==> src/rtl/hdmi_tx_lane_sequencer.sv <==
// Start-up and recovery sequencer for the HDMI TX serializer lanes: qualifies MMCM lock,
// holds the serializers in reset, sends a control-token preamble, then passes encoded video.
module hdmi_tx_lane_sequencer #(
  parameter int         LOCK_FILTER     = 16,
  parameter int         SER_RST_CYCLES  = 256,
  parameter int         PREAMBLE_CYCLES = 1024,
  parameter logic [9:0] CTL_TOKEN       = 10'b1101010100
) (
  input  logic       pclk,
  input  logic       txrst,
  input  logic       mmcm_locked,
  input  logic       tx_en,
  input  logic [9:0] vid_d0,
  input  logic [9:0] vid_d1,
  input  logic [9:0] vid_d2,
  output logic       ser_rst,
  output logic [9:0] lane0_txdata,
  output logic [9:0] lane1_txdata,
  output logic [9:0] lane2_txdata,
  output logic [9:0] clk_txdata,
  output logic       link_up,
  output logic [2:0] state_o
);

  localparam logic [9:0]  CLK_PATTERN   = 10'b1111100000;
  localparam logic [15:0] LOCK_LAST     = 16'(LOCK_FILTER - 1);
  localparam logic [15:0] SER_RST_LAST  = 16'(SER_RST_CYCLES - 1);
  localparam logic [15:0] PREAMBLE_LAST = 16'(PREAMBLE_CYCLES - 1);

  typedef enum logic [2:0] {
    IDLE      = 3'd0,
    WAIT_LOCK = 3'd1,
    SER_RST   = 3'd2,
    PREAMBLE  = 3'd3,
    RUN       = 3'd4
  } state_t;

  state_t      r_state;
  logic [15:0] r_lockCnt;
  logic [15:0] r_cnt;
  logic        r_lockMeta;
  logic        r_lockSync;

  // mmcm_locked comes from the MMCM with no relation to pclk
  always_ff @(posedge pclk or posedge txrst) begin
    if (txrst) begin
      r_lockMeta <= 1'b0;
      r_lockSync <= 1'b0;
    end else begin
      r_lockMeta <= mmcm_locked;
      r_lockSync <= r_lockMeta;
    end
  end

  // Disable beats lock loss, which beats normal phase progression
  always_ff @(posedge pclk or posedge txrst) begin
    if (txrst) begin
      r_state   <= IDLE;
      r_lockCnt <= 16'd0;
      r_cnt     <= 16'd0;
    end else if (r_state != IDLE && !tx_en) begin
      r_state   <= IDLE;
      r_lockCnt <= 16'd0;
      r_cnt     <= 16'd0;
    end else begin
      case (r_state)
        IDLE: begin
          r_lockCnt <= 16'd0;
          r_cnt     <= 16'd0;
          if (tx_en) r_state <= WAIT_LOCK;
        end
        WAIT_LOCK: begin
          r_cnt <= 16'd0;
          if (!r_lockSync) begin
            r_lockCnt <= 16'd0;
          end else if (r_lockCnt == LOCK_LAST) begin
            r_state   <= SER_RST;
            r_lockCnt <= 16'd0;
          end else begin
            r_lockCnt <= r_lockCnt + 16'd1;
          end
        end
        SER_RST: begin
          if (!r_lockSync) begin
            r_state   <= WAIT_LOCK;
            r_lockCnt <= 16'd0;
            r_cnt     <= 16'd0;
          end else if (r_cnt == SER_RST_LAST) begin
            r_state <= PREAMBLE;
            r_cnt   <= 16'd0;
          end else begin
            r_cnt <= r_cnt + 16'd1;
          end
        end
        PREAMBLE: begin
          if (!r_lockSync) begin
            r_state   <= WAIT_LOCK;
            r_lockCnt <= 16'd0;
            r_cnt     <= 16'd0;
          end else if (r_cnt == PREAMBLE_LAST) begin
            r_state <= RUN;
            r_cnt   <= 16'd0;
          end else begin
            r_cnt <= r_cnt + 16'd1;
          end
        end
        RUN: begin
          if (!r_lockSync) begin
            r_state   <= WAIT_LOCK;
            r_lockCnt <= 16'd0;
            r_cnt     <= 16'd0;
          end
        end
        default: begin
          r_state   <= IDLE;
          r_lockCnt <= 16'd0;
          r_cnt     <= 16'd0;
        end
      endcase
    end
  end

  // Outputs follow the state one cycle later; unknown encodings fall into the safe branch
  always_ff @(posedge pclk or posedge txrst) begin
    if (txrst) begin
      ser_rst      <= 1'b1;
      link_up      <= 1'b0;
      lane0_txdata <= CTL_TOKEN;
      lane1_txdata <= CTL_TOKEN;
      lane2_txdata <= CTL_TOKEN;
      clk_txdata   <= 10'b0000000000;
    end else begin
      ser_rst    <= !(r_state == PREAMBLE || r_state == RUN);
      link_up    <= (r_state == RUN);
      clk_txdata <= CLK_PATTERN;
      if (r_state == RUN) begin
        lane0_txdata <= vid_d0;
        lane1_txdata <= vid_d1;
        lane2_txdata <= vid_d2;
      end else begin
        lane0_txdata <= CTL_TOKEN;
        lane1_txdata <= CTL_TOKEN;
        lane2_txdata <= CTL_TOKEN;
      end
    end
  end

  assign state_o = r_state;

endmodule

==> config.mk <==
export PLATFORM = sky130hd
export DESIGN_NAME = hdmi_tx_lane_sequencer
export DESIGN_NICKNAME = d
export VERILOG_FILES = /design/src/rtl/hdmi_tx_lane_sequencer.sv
export SDC_FILE = /design/constraint.sdc
export NUM_CORES = 1
export LEC_CHECK = 0
export ABC_AREA = 0
export BUFFER_PORTS_ARGS = -buffer_cell sky130_fd_sc_hd__buf_2
export CORE_MARGIN = 2
export CORE_UTILIZATION = 50
export DETAILED_ROUTE_END_ITERATION = 16
export PLACE_DENSITY = 0.82
export SLEW_MARGIN = 20
export SYNTH_ARGS = -nofsm -noshare
export SYNTH_HDL_FRONTEND = slang
export SYNTH_SLANG_ARGS = --single-unit
==> constraint.sdc <==
create_clock -name pclk -period 6.2 [get_ports pclk]
set_input_delay 0.62 -clock pclk [delete_from_list [all_inputs] [get_ports pclk]]
set_output_delay 0.62 -clock pclk [all_outputs]
set_load 0.02 [all_outputs]
==> reports/qor.yml <==
die_w_microns: 84.0
crit_path_start: "r_cnt[12]$_DFFE_PP0P_"
grt_pass1_vias: 2397
routedWlPerCell_microns: 13.6
path_clk_slew_ns: 0.07
setup_viol: 0
endpoint_kind: "register"
cellLeakagePower_uw: 0.00175
syn_area_per_cell_sq_um: 10.3
fin_area_sq_um: 3830
ant_nets: 0
synth_area_leaders: "dfrtp_1 (42%), dfstp_2 (13%), and2_1 (3.5%)"
tns_ns: 0
diodes: 0
yosysTopAreaCell: "dfrtp_1"
cts.htree.levels: 3
grt_pass1_wl_microns: 10900
die_h_microns: 84.0
crit_path_end: "r_cnt[3]$_DFFE_PP0P_"
rsz0062_at_grt: "no"
worst-slew-pin-transition_ns: 0.846
cts_tree: "yes"
io_buffers: 73
grt_max_degree: 71
initial_core_util_pct: 50.9
core_area_sq_um: 6280
arrival_ns: 2.71
wirelength_microns: 6300
rr_startpoint: "r_cnt[12]$_DFFE_PP0P_"
critPathMaxFanout: 13
gp_congestion: 0.855
gr-total-overflow: 0
cts_buffers: 9
layout_common_cells: "buf_2 (73), dfrtp_1 (54), o21ai_0 (21), nor2_1 (20), and2_1 (18)"
ios: 79
first_pass_iters: 4
cts_hold_buf: 0
worstPathRequired_ns: 6.44
synth_top_area_share_pct: 42.3
fin_crit_ns: 2.47
final_nets: 417
synth.area.mux_share_pct: 0.978
p_per_area_nw_per_um2: 285
drcViolationCount: 0
reg2reg_to: "r_cnt[3]$_DFFE_PP0P_"
slew_headroom_pct: 43.6
clock_latency_ns: 0.35
num_rows: 29
ys_warn_count: 0
clock_skew_ns: 0.0117
status: "complete, no violations"
die-area_sq_um: 7050
clock_path_buffers: 2
syn_inst: 311
hold_viol_final: 0
vias_per_cell: 5.39
ir_drop_mv: 0.199
place_area_sq_um: 3570
ys_seq_elements: 70
synth_xor_area_share_pct: 2.47
reg2reg_setup_slack_ns: 3.73
cts-resized-gates: 0
slew_viol_final: 0
cts_setup_buffers: 0
max_freq_ghz: 0.404
r2r_cells: 6
drive_gt1_share_pct: 29.3
start_kind: "register"
crit_type: "reg -> reg"
synth_top_family_by_area: "simple AND/OR/NAND/NOR gates"
drv_cap: 0
ys_async_sr_fraction_pct: 100
antenna_found_initial: 0
dpl.hpwl_microns: 4410
final_common_cell: "buf_2"
ys_types: 47
min_path_type: "reg -> reg"
min_period_over_period_pct: 39.9
synthSimpleGateAreaFrac_pct: 24.2
syn-cell-area_sq_um: 3200
drtIter0Drc: 187
synth_edf_count: 0
grt_usage_pct: 19.5
area_growth_pct: 19.9
seq_area_frac_synth_pct: 55.4
num_vias: 2495
synth_compound_area_share_pct: 10.1
clkSinkCount: 70
synthAdderAreaFrac_pct: 1.10
cts_root_buffer: "clkbuf_8"
synth_ff_type: "dfrtp_1"
-- metrics by stage --
step	power, uW	std cells	hold WS, ns	setup WS (ns)	util, %
floorplan	622	315	0.331	3.84	-
global placement	659	446	0.355	3.63	56.8
detailed placement	664	446	0.356	3.54	56.8
CTS	1100	462	0.360	3.53	60.8
global route	1150	463	0.363	3.59	61.1
finish	1090	463	0.367	3.73	61.1
-- how the worst min path moves through the flow --
| stage | start | to | slack [ns] | cells after the start |
|---|---|---|---|---|
| after global routing | mmcm_locked | r_lockMeta$_DFF_PP0_ | 0.36 | 1 |
| after detailed placement | r_lockMeta$_DFF_PP0_ | r_lockSync$_DFF_PP0_ | 0.36 | 0 |
| after CTS | mmcm_locked | r_lockMeta$_DFF_PP0_ | 0.36 | 1 |
| after floorplan | r_lockMeta$_DFF_PP0_ | r_lockSync$_DFF_PP0_ | 0.33 | 0 |
| final | r_lockMeta$_DFF_PP0_ | r_lockSync$_DFF_PP0_ | 0.37 | 0 |
| after global placement | r_lockMeta$_DFF_PP0_ | r_lockSync$_DFF_PP0_ | 0.35 | 0 |
-- routing by layer --
metal | up-vias | wire length (microns) | GRT usage, %
li1 | 1208 | - | -
met1 | 1192 | 2730 | 23.6
met2 | 83 | 3050 | 31.4
met3 | 12 | 404 | 7.81
met4 | 0 | 106 | 7.18
met5 | - | 0 | 0
-- critical path: stages, from the launching register on --
cell and delay [ns]:
dfrtp_1 0.41, or4_1 0.52, or4_1 0.53, o2bb2ai_1 0.27
buf_4 0.26, a21o_1 0.16, a22o_1 0.22
-- cell families (layout without fill, tap and decap cells) --
| family | count (synthesis) | after routing |
|---|---|---|
| other cells | 2 | 6 |
| fa+ha+maj | 3 | 3 |
| simple gates | 138 | 138 |
| buf+inv | 34 | 105 |
| mux | 3 | 3 |
| compound gates | 52 | 52 |
| xor+xnor | 9 | 9 |
| flops | 70 | 70 |
-- power by group --
part | switching (uW) | internal (uW) | leakage (uW) | total [uW]
Clock | 173 | 261 | 0.000129 | 435
Sequential | 25.1 | 479 | 0.000912 | 504
Combinational | 94.7 | 58.6 | 0.000713 | 153
Total | 293 | 798 | 0.00175 | 1090
-- cells in the mapped netlist (7+ instances only) --
cell type and n:
nand3_1 16, nor3_1 10, buf_4 9, a22o_1 7, dfrtp_1 54, o21ai_0 21, inv_1 13, nor2_1 20
clkbuf_1 9, nand2b_1 17, a21oi_1 11, and2_1 18, dfstp_2 16, nand2_1 17
-- area by class of cell --
type                    instances  area [sq um]
well taps                      77          96.3
clock buffers                  12           199
repair buffers                 76           395
inverters                      13          48.8
flip-flops and latches         70          1770
clock inverters                 4          53.8
fillers                       507          2440
multi-input cells             211          1270
-- state kept, by name, indices dropped and copies added (netlist names), 3 cells and up --
| signal | count |
|---|---|
| lane2_txdata | 10 |
| r_lockCnt | 16 |
| lane1_txdata | 10 |
| r_cnt | 16 |
| lane0_txdata | 10 |
| state_o | 3 |
Note: power is estimated with default switching activity, not from simulation.
